==> config.mk <==
export PLATFORM = sky130hd
export DESIGN_NAME = io_bus_bridge
export DESIGN_NICKNAME = d
export VERILOG_FILES = /design/src/rtl/io_bus_bridge.sv
export SDC_FILE = /design/constraint.sdc
export NUM_CORES = 1
export LEC_CHECK = 0
export ABC_CLOCK_PERIOD_IN_PS = 2520
export CAP_MARGIN = 20
export CORE_MARGIN = 5
export CORE_UTILIZATION = 29
export CTS_BUF_LIST = sky130_fd_sc_hd__clkbuf_16
export CTS_CLUSTER_DIAMETER = 60
export DETAILED_ROUTE_END_ITERATION = 12
export SYNTH_ARGS = -nofsm -noshare
export SYNTH_HDL_FRONTEND = slang
export SYNTH_SLANG_ARGS = --single-unit
==> constraint.sdc <==
create_clock -name clk_clk -period 2.52 [get_ports clk_clk]
set_input_delay 0.504 -clock clk_clk [delete_from_list [all_inputs] [get_ports clk_clk]]
set_output_delay 0.504 -clock clk_clk [all_outputs]
set_load 0.005 [all_outputs]
==> src/rtl/io_bus_bridge.sv <==
// io_bus_bridge
// Terminates the 16-bit io_* host bus, decodes each access to one of N_CH
// peripheral channels or to four internal control registers, bounds every
// channel access with a timeout and aggregates channel interrupts into io_irq.
//
// Optional feature macro: IO_BRIDGE_TIMEOUT_EN
//   defined   -> timeout counter and TIMEOUT_CYCLES register present
//   undefined -> ACCESS waits forever for ch_ack, register 3 reads 0,
//                STATUS bit0 and channel field stay 0
//
// Ports
//   clk_clk, reset_reset        : clock, synchronous active-high reset
//   io_address/io_bus_enable/io_rw/io_byte_enable/io_write_data : host request
//   io_read_data/io_acknowledge : host response (one-cycle ack pulse)
//   io_irq                      : registered OR of masked pending interrupts
//   ch_req/ch_addr/ch_rw/ch_be/ch_wdata : shared channel request bus
//   ch_rdata/ch_ack             : per-channel read data and completion
//   ch_irq                      : per-channel level interrupts
//
// Internal registers (io_address[ADDR_W-1]=1, index io_address[1:0]):
//   0 IRQ_PENDING (W1C), 1 IRQ_MASK, 2 STATUS, 3 TIMEOUT_CYCLES
module io_bus_bridge #(
  parameter int DATA_W    = 16,
  parameter int ADDR_W    = 16,
  parameter int N_CH      = 4,
  parameter int CH_ADDR_W = 10,
  parameter int TIMEOUT   = 255
) (
  input  logic                   clk_clk,
  input  logic                   reset_reset,
  input  logic [ADDR_W-1:0]      io_address,
  input  logic                   io_bus_enable,
  input  logic                   io_rw,
  input  logic [DATA_W/8-1:0]    io_byte_enable,
  input  logic [DATA_W-1:0]      io_write_data,
  output logic [DATA_W-1:0]      io_read_data,
  output logic                   io_acknowledge,
  output logic                   io_irq,
  output logic [N_CH-1:0]        ch_req,
  output logic [CH_ADDR_W-1:0]   ch_addr,
  output logic                   ch_rw,
  output logic [DATA_W/8-1:0]    ch_be,
  output logic [DATA_W-1:0]      ch_wdata,
  input  logic [N_CH*DATA_W-1:0] ch_rdata,
  input  logic [N_CH-1:0]        ch_ack,
  input  logic [N_CH-1:0]        ch_irq
);

  localparam int SEL_W = $clog2(N_CH);
  localparam int NB    = DATA_W / 8;
  // The whole field between the channel window and the internal-select bit
  // is decoded, so any value >= N_CH (including upper garbage) is an error.
  localparam int DEC_W = ADDR_W - 1 - CH_ADDR_W;
  localparam logic [DEC_W-1:0] N_CH_DEC = DEC_W'(N_CH);
  localparam logic [N_CH-1:0]  CH_ONE   = N_CH'(1);

  typedef enum logic [1:0] {
    S_IDLE    = 2'd0,
    S_ACCESS  = 2'd1,
    S_RESPOND = 2'd2,
    S_WAIT    = 2'd3
  } state_t;

  state_t               state_q;
  logic [SEL_W-1:0]     sel_q;
  logic [DATA_W-1:0]    rdata_q;
  logic                 ack_q;
  logic                 irq_q;
  logic [N_CH-1:0]      req_q;
  logic [CH_ADDR_W-1:0] ch_addr_q;
  logic                 ch_rw_q;
  logic [NB-1:0]        ch_be_q;
  logic [DATA_W-1:0]    ch_wdata_q;

  logic [N_CH-1:0]      pending_q, pending_d;
  logic [N_CH-1:0]      mask_q, mask_d;
  logic [N_CH-1:0]      irq_prev_q;
  logic                 st_to_q, st_to_d;
  logic                 st_derr_q, st_derr_d;
  logic [SEL_W-1:0]     st_ch_q, st_ch_d;

  logic [DATA_W-1:0]    bmask_s;
  logic [DATA_W-1:0]    wr_bits_s;
  logic [DATA_W-1:0]    reg_rdata_s;
  logic [DATA_W-1:0]    ch_rdata_sel_s;
  logic [N_CH-1:0]      rise_s;
  logic [N_CH-1:0]      pend_clr_s;
  logic [1:0]           reg_idx_s;
  logic [SEL_W-1:0]     sel_s;
  logic                 idle_req_s;
  logic                 int_hit_s;
  logic                 dec_err_s;
  logic                 reg_wr_s;
  logic                 ack_sel_s;
  logic                 to_hit_s;
  logic                 to_evt_s;

  assign io_read_data   = rdata_q;
  assign io_acknowledge = ack_q;
  assign io_irq         = irq_q;
  assign ch_req         = req_q;
  assign ch_addr        = ch_addr_q;
  assign ch_rw          = ch_rw_q;
  assign ch_be          = ch_be_q;
  assign ch_wdata       = ch_wdata_q;

  assign idle_req_s     = (state_q == S_IDLE) && io_bus_enable;
  assign int_hit_s      = io_address[ADDR_W-1];
  assign dec_err_s      = !int_hit_s && (io_address[CH_ADDR_W +: DEC_W] >= N_CH_DEC);
  assign sel_s          = io_address[CH_ADDR_W +: SEL_W];
  assign reg_idx_s      = io_address[1:0];
  assign reg_wr_s       = idle_req_s && int_hit_s && !io_rw;
  assign wr_bits_s      = io_write_data & bmask_s;
  assign ack_sel_s      = ch_ack[sel_q];
  assign ch_rdata_sel_s = ch_rdata[sel_q*DATA_W +: DATA_W];
  assign rise_s         = ch_irq & ~irq_prev_q;
  assign to_evt_s       = (state_q == S_ACCESS) && !ack_sel_s && to_hit_s;

`ifdef IO_BRIDGE_TIMEOUT_EN
  logic [DATA_W-1:0] to_cycles_q, to_cycles_d;
  logic [DATA_W-1:0] cnt_q;
  // Abort on the edge where the number of ack-less cycles reaches the limit.
  assign to_hit_s = (to_cycles_q != '0) && ((cnt_q + DATA_W'(1)) == to_cycles_q);
`else
  assign to_hit_s = 1'b0;
`endif

  // Expand byte enables into a per-bit write mask.
  always_comb begin
    bmask_s = '0;
    for (int b = 0; b < NB; b++) begin
      bmask_s[8*b +: 8] = {8{io_byte_enable[b]}};
    end
  end

  // Internal register read mux; unused bits read 0.
  always_comb begin
    reg_rdata_s = '0;
    case (reg_idx_s)
      2'd0: reg_rdata_s[N_CH-1:0] = pending_q;
      2'd1: reg_rdata_s[N_CH-1:0] = mask_q;
      2'd2: begin
        reg_rdata_s[0]         = st_to_q;
        reg_rdata_s[1]         = st_derr_q;
        reg_rdata_s[8 +: SEL_W] = st_ch_q;
      end
`ifdef IO_BRIDGE_TIMEOUT_EN
      2'd3: reg_rdata_s = to_cycles_q;
`else
      2'd3: reg_rdata_s = '0;
`endif
      default: reg_rdata_s = '0;
    endcase
  end

  // Next state of the register bank; a new irq edge beats a W1C clear.
  always_comb begin
    if (reg_wr_s && (reg_idx_s == 2'd0)) begin
      pend_clr_s = wr_bits_s[N_CH-1:0];
    end else begin
      pend_clr_s = '0;
    end
    pending_d = (pending_q & ~pend_clr_s) | rise_s;

    if (reg_wr_s && (reg_idx_s == 2'd1)) begin
      mask_d = (mask_q & ~bmask_s[N_CH-1:0]) | wr_bits_s[N_CH-1:0];
    end else begin
      mask_d = mask_q;
    end

    if (idle_req_s && dec_err_s) begin
      st_derr_d = 1'b1;
    end else if (reg_wr_s && (reg_idx_s == 2'd2) && wr_bits_s[1]) begin
      st_derr_d = 1'b0;
    end else begin
      st_derr_d = st_derr_q;
    end

    if (to_evt_s) begin
      st_to_d = 1'b1;
      st_ch_d = sel_q;
    end else if (reg_wr_s && (reg_idx_s == 2'd2) && wr_bits_s[0]) begin
      st_to_d = 1'b0;
      st_ch_d = st_ch_q;
    end else begin
      st_to_d = st_to_q;
      st_ch_d = st_ch_q;
    end

`ifdef IO_BRIDGE_TIMEOUT_EN
    if (reg_wr_s && (reg_idx_s == 2'd3)) begin
      to_cycles_d = (to_cycles_q & ~bmask_s) | wr_bits_s;
    end else begin
      to_cycles_d = to_cycles_q;
    end
`endif
  end

  // Register bank, irq edge detector and registered irq output.
  always_ff @(posedge clk_clk) begin
    if (reset_reset) begin
      pending_q   <= '0;
      mask_q      <= '0;
      irq_prev_q  <= '0;
      irq_q       <= 1'b0;
      st_to_q     <= 1'b0;
      st_derr_q   <= 1'b0;
      st_ch_q     <= '0;
`ifdef IO_BRIDGE_TIMEOUT_EN
      to_cycles_q <= DATA_W'(TIMEOUT);
`endif
    end else begin
      pending_q   <= pending_d;
      mask_q      <= mask_d;
      irq_prev_q  <= ch_irq;
      irq_q       <= |(pending_q & mask_q);
      st_to_q     <= st_to_d;
      st_derr_q   <= st_derr_d;
      st_ch_q     <= st_ch_d;
`ifdef IO_BRIDGE_TIMEOUT_EN
      to_cycles_q <= to_cycles_d;
`endif
    end
  end

  // Bus FSM with registered host and channel outputs.
  always_ff @(posedge clk_clk) begin
    if (reset_reset) begin
      state_q    <= S_IDLE;
      sel_q      <= '0;
      rdata_q    <= '0;
      ack_q      <= 1'b0;
      req_q      <= '0;
      ch_addr_q  <= '0;
      ch_rw_q    <= 1'b0;
      ch_be_q    <= '0;
      ch_wdata_q <= '0;
`ifdef IO_BRIDGE_TIMEOUT_EN
      cnt_q      <= '0;
`endif
    end else begin
      case (state_q)
        S_IDLE: begin
          ack_q <= 1'b0;
          if (io_bus_enable) begin
            ch_addr_q  <= io_address[CH_ADDR_W-1:0];
            ch_rw_q    <= io_rw;
            ch_be_q    <= io_byte_enable;
            ch_wdata_q <= io_write_data;
            sel_q      <= sel_s;
            if (int_hit_s) begin
              rdata_q <= io_rw ? reg_rdata_s : '0;
              ack_q   <= 1'b1;
              state_q <= S_RESPOND;
            end else if (dec_err_s) begin
              rdata_q <= '1;
              ack_q   <= 1'b1;
              state_q <= S_RESPOND;
            end else begin
              req_q   <= CH_ONE << sel_s;
`ifdef IO_BRIDGE_TIMEOUT_EN
              cnt_q   <= '0;
`endif
              state_q <= S_ACCESS;
            end
          end
        end
        S_ACCESS: begin
          // Ack takes priority over a timeout on the same edge.
          if (ack_sel_s) begin
            rdata_q <= ch_rdata_sel_s;
            req_q   <= '0;
            ack_q   <= 1'b1;
            state_q <= S_RESPOND;
          end else if (to_hit_s) begin
            rdata_q <= '1;
            req_q   <= '0;
            ack_q   <= 1'b1;
            state_q <= S_RESPOND;
          end else begin
`ifdef IO_BRIDGE_TIMEOUT_EN
            cnt_q   <= cnt_q + DATA_W'(1);
`endif
            state_q <= S_ACCESS;
          end
        end
        S_RESPOND: begin
          ack_q   <= 1'b0;
          rdata_q <= '0;
          state_q <= S_WAIT;
        end
        S_WAIT: begin
          if (!io_bus_enable) begin
            state_q <= S_IDLE;
          end
        end
        default: begin
          state_q <= S_IDLE;
          req_q   <= '0;
          ack_q   <= 1'b0;
        end
      endcase
    end
  end

endmodule

==> metrics.cfg, run 1 <==
[sta]
drv_slew = 0
fin_setup_tns_ns = 0
fin_worst_skew_ns = 0.00433
min_period_over_period_pct = 89.4
max-slew-margin-rel_pct = 54.0
finalCriticalPeriod_ns = 2.25
setup_viol = 0
timing_hold_violations_final = 0
postLayoutSetupSlackWorst_ns = 0.267
worst_pin_slew_ns = 0.688
rsz0062_at_grt = false
clock.fmax_ghz = 0.444

[place]
dp_cells = 624
gp_congestion = 0.841
dpl.hpwl_microns = 8340
place_ws_ns = 0.104
dpl-instance-area_sq_mm = 0.00496
io_buffer_count = 160

[grt]
overflow = 0
grt_pass1_wl_microns = 16500
grt_pass1_vias = 3176
grt_max_degree = 43
antenna_found_initial = 0
track_usage_pct = 15.8

[hold_path]
hold_path.class = reg2reg

[logic_synthesis]
netlist_top_cells_area = dfxtp_1, mux4_2, nand2_1, a21oi_1, o221a_1
synth_largest_area_cell = dfxtp_1
synthAdderAreaFrac_pct = 1.92
yosys_warnings = 0
syn_nets = 456
synth_top_family_by_area = simple AND/OR/NAND/NOR gates
yosysSeqAreaShare_pct = 41.7
synth-compound-area-share_pct = 18.0
synthXorXnorAreaFrac_pct = 0
synth_cell_types = 40
syn_area_per_cell_sq_um = 9.58
synthMuxAreaShare_pct = 14.8
netlist_area_sq_mm = 0.00327
syn_inst = 341
synth-seq-cells = 68
synth_top_area_share_pct = 41.7
yosys.area_share.simple_pct = 18.1

[final_layout]
drive_gt1_share_pct = 9.40
layout.cells.non_filler = 640
fillers = 1068
final_area_sq_mm = 0.00525
final_nets = 610
final_common_cell = clkdlybuf4s50_1
syn2layout_area_growth_pct = 60.9
diodes = 0
layout.cells.most_common_list = clkdlybuf4s50_1, nand2_1, dfxtp_1, a21oi_1

[setup_path]
cp.required_ns = 2.79
critPathLaunchType = flop
worstPathArrival_ns = 2.52
criticalPathCategory = reg2reg
endpoint_kind = flop
cp_max_fo = 16

[power]
power_uw = 4510
p_leak_uw = 0.00196
peakVddDrop_mv = 0.364
p_per_area_mw_per_mm2 = 858

[clock_network]
path_clk_slew_ns = 0.06
cts_tree = built
htreeDepth = 3
post_cts_resized = 0
post_cts_buffers = 0
max-clock-path-buffers = 2
cts_buffers = 9
cts_hold_buf = 0
clock_sinks = 68
root_buffer = clkbuf_16
worstSkewPairLatency_ns = 0.33

[drt]
m1WireLength_microns = 4450
drc = 0
drt-initial-drc-count = 156
viasPerCell = 4.88
wl_met2_microns = 5260
wl_met3_microns = 957
drt-total-wl_microns = 10800
firstDrtPassIters = 4
vias = 3124
dr.max_layer_used = met4
wl_per_cell_microns = 16.9
ant_nets = 0

[flow_run]
maxCapViolations = 0

[floorplanning]
dieArea_sq_mm = 0.0135
die_x_microns = 116
initial_utilization_pct = 29.9
rows = 38
io_pins = 161
core-area_sq_mm = 0.0109
die_h_microns = 116

[status]
outcome = completed

-- worst max-delay path, cell delays in order (launching register included) --
cell      delay [ns]
dfxtp_1         0.37
inv_1           0.10
ha_1            0.31
and2_1          0.26
a221oi_4        0.33
and2_1          0.54
o221a_1         0.28
-- state kept, by name, summed over array words and instances (netlist names), 2 cells and up, named ones only --
signal / cells
pending_q: 4
ch_req: 4
ch_be: 2
irq_prev_q: 4
state_q: 2
ch_wdata: 16
sel_q: 2
ch_addr: 10
io_read_data: 16
-- metal layers --
metal  GRT usage [%]  up-vias
met5               0        -
met3            4.04       12
met4            5.34        0
li1                -     1552
met2            27.1      121
met1            19.4     1439
-- cell families after synthesis --
group,after synthesis
compound gates,83
simple gates,124
flops,68
fa+ha+maj,5
buf+inv,34
mux,27
-- layout make-up --
type / count / area [sq um] / area share, %
Clock buffer: 9 / 225 / 4.29
Clock inverter: 7 / 67.6 / 1.29
Inverter: 9 / 33.8 / 0.643
Multi-Input combinational cell: 239 / 1720 / 32.8
Sequential cell: 68 / 1360 / 25.9
Tap cell: 140 / 175 / 3.33
Timing Repair Buffer: 168 / 1670 / 31.8
-- worst paths after layout --
path                            startpoint                to  slack, ns  cells past startpoint
worst max-delay path            state_q[1]  io_read_data[14]       0.27                      6
worst min-delay path              ch_be[0]          ch_be[0]       0.45                      2
worst max register to register  state_q[1]  io_read_data[14]       0.27                      6
worst min register to register    ch_be[0]          ch_be[0]       0.45                      2
-- metrics by stage --
stage	hold WS, ns	util [%]
after global routing	0.476	48.0
after detailed placement	0.447	45.4
after floorplan	0.453	-
after CTS	0.455	48.0
final	0.452	48.0
after global placement	0.442	45.4
-- synthesized netlist by cell type --
| cell type | count |
|---|---|
| a32o_1 | 1 |
| nand4b_1 | 2 |
| and2_1 | 3 |
| a31oi_1 | 1 |
| a22oi_1 | 3 |
| nor2_1 | 10 |
| nor4bb_1 | 1 |
| ha_1 | 5 |
| inv_1 | 9 |
| nand3b_1 | 1 |
| or4_1 | 2 |
| o211ai_2 | 1 |
| mux4_2 | 16 |
| and3_1 | 12 |
| o22ai_1 | 2 |
| buf_6 | 5 |
| nor3b_1 | 1 |
| or4b_1 | 1 |
| a22o_1 | 4 |
| a221oi_4 | 1 |
| buf_2 | 1 |
| o221a_1 | 16 |
| nand2_1 | 68 |
| nor2b_1 | 6 |
| a21oi_1 | 42 |
| o41ai_1 | 1 |
| mux2i_2 | 2 |
| nand2b_1 | 6 |
| buf_12 | 1 |
| mux2i_1 | 6 |
| clkbuf_1 | 18 |
| mux2_2 | 3 |
| nand3_1 | 1 |
| nand4_1 | 3 |
| nor3_1 | 5 |
| dfxtp_1 | 68 |
| nor4_1 | 2 |
| o21ai_0 | 9 |
| a2bb2oi_1 | 1 |
| o311ai_0 | 1 |
-- power by group --
group | switching (uW) | internal, uW | leakage, uW
clock network | 464 | 760 | 0.000139
logic | 904 | 950 | 0.00126
registers | 128 | 1300 | 0.000559
total | 1500 | 3010 | 0.00196
Power figures use the tool's default switching activity.
==> run 2, diff against run 1 <==
--- a/config.mk
+++ b/config.mk
@@ -5,13 +5,14 @@
 export SDC_FILE = /design/constraint.sdc
 export NUM_CORES = 1
 export LEC_CHECK = 0
-export ABC_CLOCK_PERIOD_IN_PS = 2520
+export ABC_CLOCK_PERIOD_IN_PS = 1900
 export CAP_MARGIN = 20
 export CORE_MARGIN = 5
-export CORE_UTILIZATION = 29
+export CORE_UTILIZATION = 37
 export CTS_BUF_LIST = sky130_fd_sc_hd__clkbuf_16
 export CTS_CLUSTER_DIAMETER = 60
 export DETAILED_ROUTE_END_ITERATION = 12
+export PLACE_DENSITY = 0.77
 export SYNTH_ARGS = -nofsm -noshare
 export SYNTH_HDL_FRONTEND = slang
 export SYNTH_SLANG_ARGS = --single-unit
==> constraint.sdc (replaced) <==
create_clock -name clk_clk -period 1.9 [get_ports clk_clk]
set_input_delay 0.38 -clock clk_clk [delete_from_list [all_inputs] [get_ports clk_clk]]
set_output_delay 0.38 -clock clk_clk [all_outputs]
set_load 0.005 [all_outputs]
==> metrics.cfg, run 2 (synthesized netlist as in run 1, its figures left out) <==
[setup_path]
cp_max_fo = 4
worstPathArrival_ns = 2.12
critPathLaunchType = input pin
endpoint_kind = flop
reg2reg_depth = 7
criticalPathCategory = in2reg
cp.required_ns = 2.16

[final_layout]
final_nets = 637
finalCoreUtilization_pct = 63.4
layout.cells.most_common_list = clkdlybuf4s50_1, nand2_1, dfxtp_1, a21oi_1, buf_4
diodes = 0
final_common_cell = clkdlybuf4s50_1
drive_gt1_share_pct = 15.9
syn2layout_area_growth_pct = 68.6
final_area_sq_mm = 0.00551

[drt]
ant_nets = 0
firstDrtPassIters = 4
wl_per_cell_microns = 17.5
vias = 3376
drc = 0
viasPerCell = 5.32
drt-total-wl_microns = 11100
drt-initial-drc-count = 115

[floorplanning]
core-area_sq_mm = 0.00868
io_pins = 161
initial_utilization_pct = 37.6
die_h_microns = 104
dieArea_sq_mm = 0.0108
die_x_microns = 104
rows = 34

[clock_network]
htreeDepth = 3
max-clock-path-buffers = 2
clock_sinks = 68
cts_hold_buf = 0
path_clk_slew_ns = 0.06
root_buffer = clkbuf_16
worstSkewPairLatency_ns = 0.33
cts_tree = built
cts_buffers = 9

[sta]
min_period_over_period_pct = 98.0
drv_slew = 0
worst_pin_slew_ns = 0.474
timing_hold_violations_final = 0
fin_worst_skew_ns = 0.00665
max-slew-margin-rel_pct = 68.4
fin_setup_tns_ns = 0
holdWs_ns = 0.433
clock.fmax_ghz = 0.537
rsz0062_at_grt = true
setup_viol = 0
finalCriticalPeriod_ns = 1.86

[status]
outcome = completed

[power]
peakVddDrop_mv = 0.674
p_leak_uw = 0.00212
p_per_area_mw_per_mm2 = 1200

[grt]
overflow = 0
grt_pass1_wl_microns = 18200
grt_pass1_vias = 3511
antenna_found_initial = 0
grt_max_degree = 27
track_usage_pct = 20.5

[flow_run]
maxCapViolations = 0

[hold_path]
holdPathStages = 2
hold_path.class = in2reg

[place]
io_buffer_count = 160
dpl-instance-area_sq_mm = 0.00510
dpl.hpwl_microns = 8480
gp_congestion = 0.828

run 2: layout make-up:
type	count	area [sq um]
sequential	68	1360
timing repair buffer	193	1860
inverter	9	33.8
clock inverter	7	98.8
clock buffer	9	225
tap	108	135
multi-input combinational	241	1790
fill	709	3170
run 2: where the power goes:
part	total (uW)	leakage [uW]	switching [uW]	internal (uW)
registers	1910	0.000559	180	1730
logic	2900	0.00140	1350	1550
clock network	1780	0.000156	628	1150
total	6590	0.00212	2150	4430
run 2: stage by stage:
| stage | std cells | worst slack, ns | total power [uW] |
|---|---|---|---|
| 6_report | 635 | 0.0388 | 6590 |
| 2_1_floorplan | 341 | 0.0373 | 3430 |
| 5_1_grt | 635 | -0.00485 | 6960 |
| 3_3_place_gp | 616 | -0.282 | 4470 |
| 3_5_place_dp | 616 | -0.341 | 4540 |
| 4_1_cts | 634 | 0.00763 | 6520 |
run 2: final timing paths:
| kind | start | endpoint | slack [ns] |
|---|---|---|---|
| min reg2reg | ch_wdata[11] | ch_wdata[11] | 0.45 |
| max reg2reg | state_q[1] | io_read_data[14] | 0.07 |
| max | io_address[13] | ch_req[2] | 0.04 |
| min | reset_reset | st_derr_q | 0.43 |
run 2: per-layer routing:
layer | vias to the layer above | track usage [%] | share of wire [%]
met5 | - | 0 | 0
met1 | 1583 | 23.6 | 40
li1 | 1611 | - | -
met4 | 0 | 6.85 | 1.7
met2 | 165 | 34.2 | 48
met3 | 17 | 8.75 | 11
run 2: timing repair:
item,in CTS,in global routing
resized for setup,6,9
hold endpoints to repair,0,0
setup buffers,1,0
pin swaps,2,1
gates cloned,1,1
setup endpoints to repair,18,30
run 2: critical path, stage by stage:
cell	delay, ns
clkdlybuf4s50_1	0.47
or4_1	0.64
o22ai_1	0.20
buf_4	0.16
nand4_1	0.10
a21oi_1	0.17
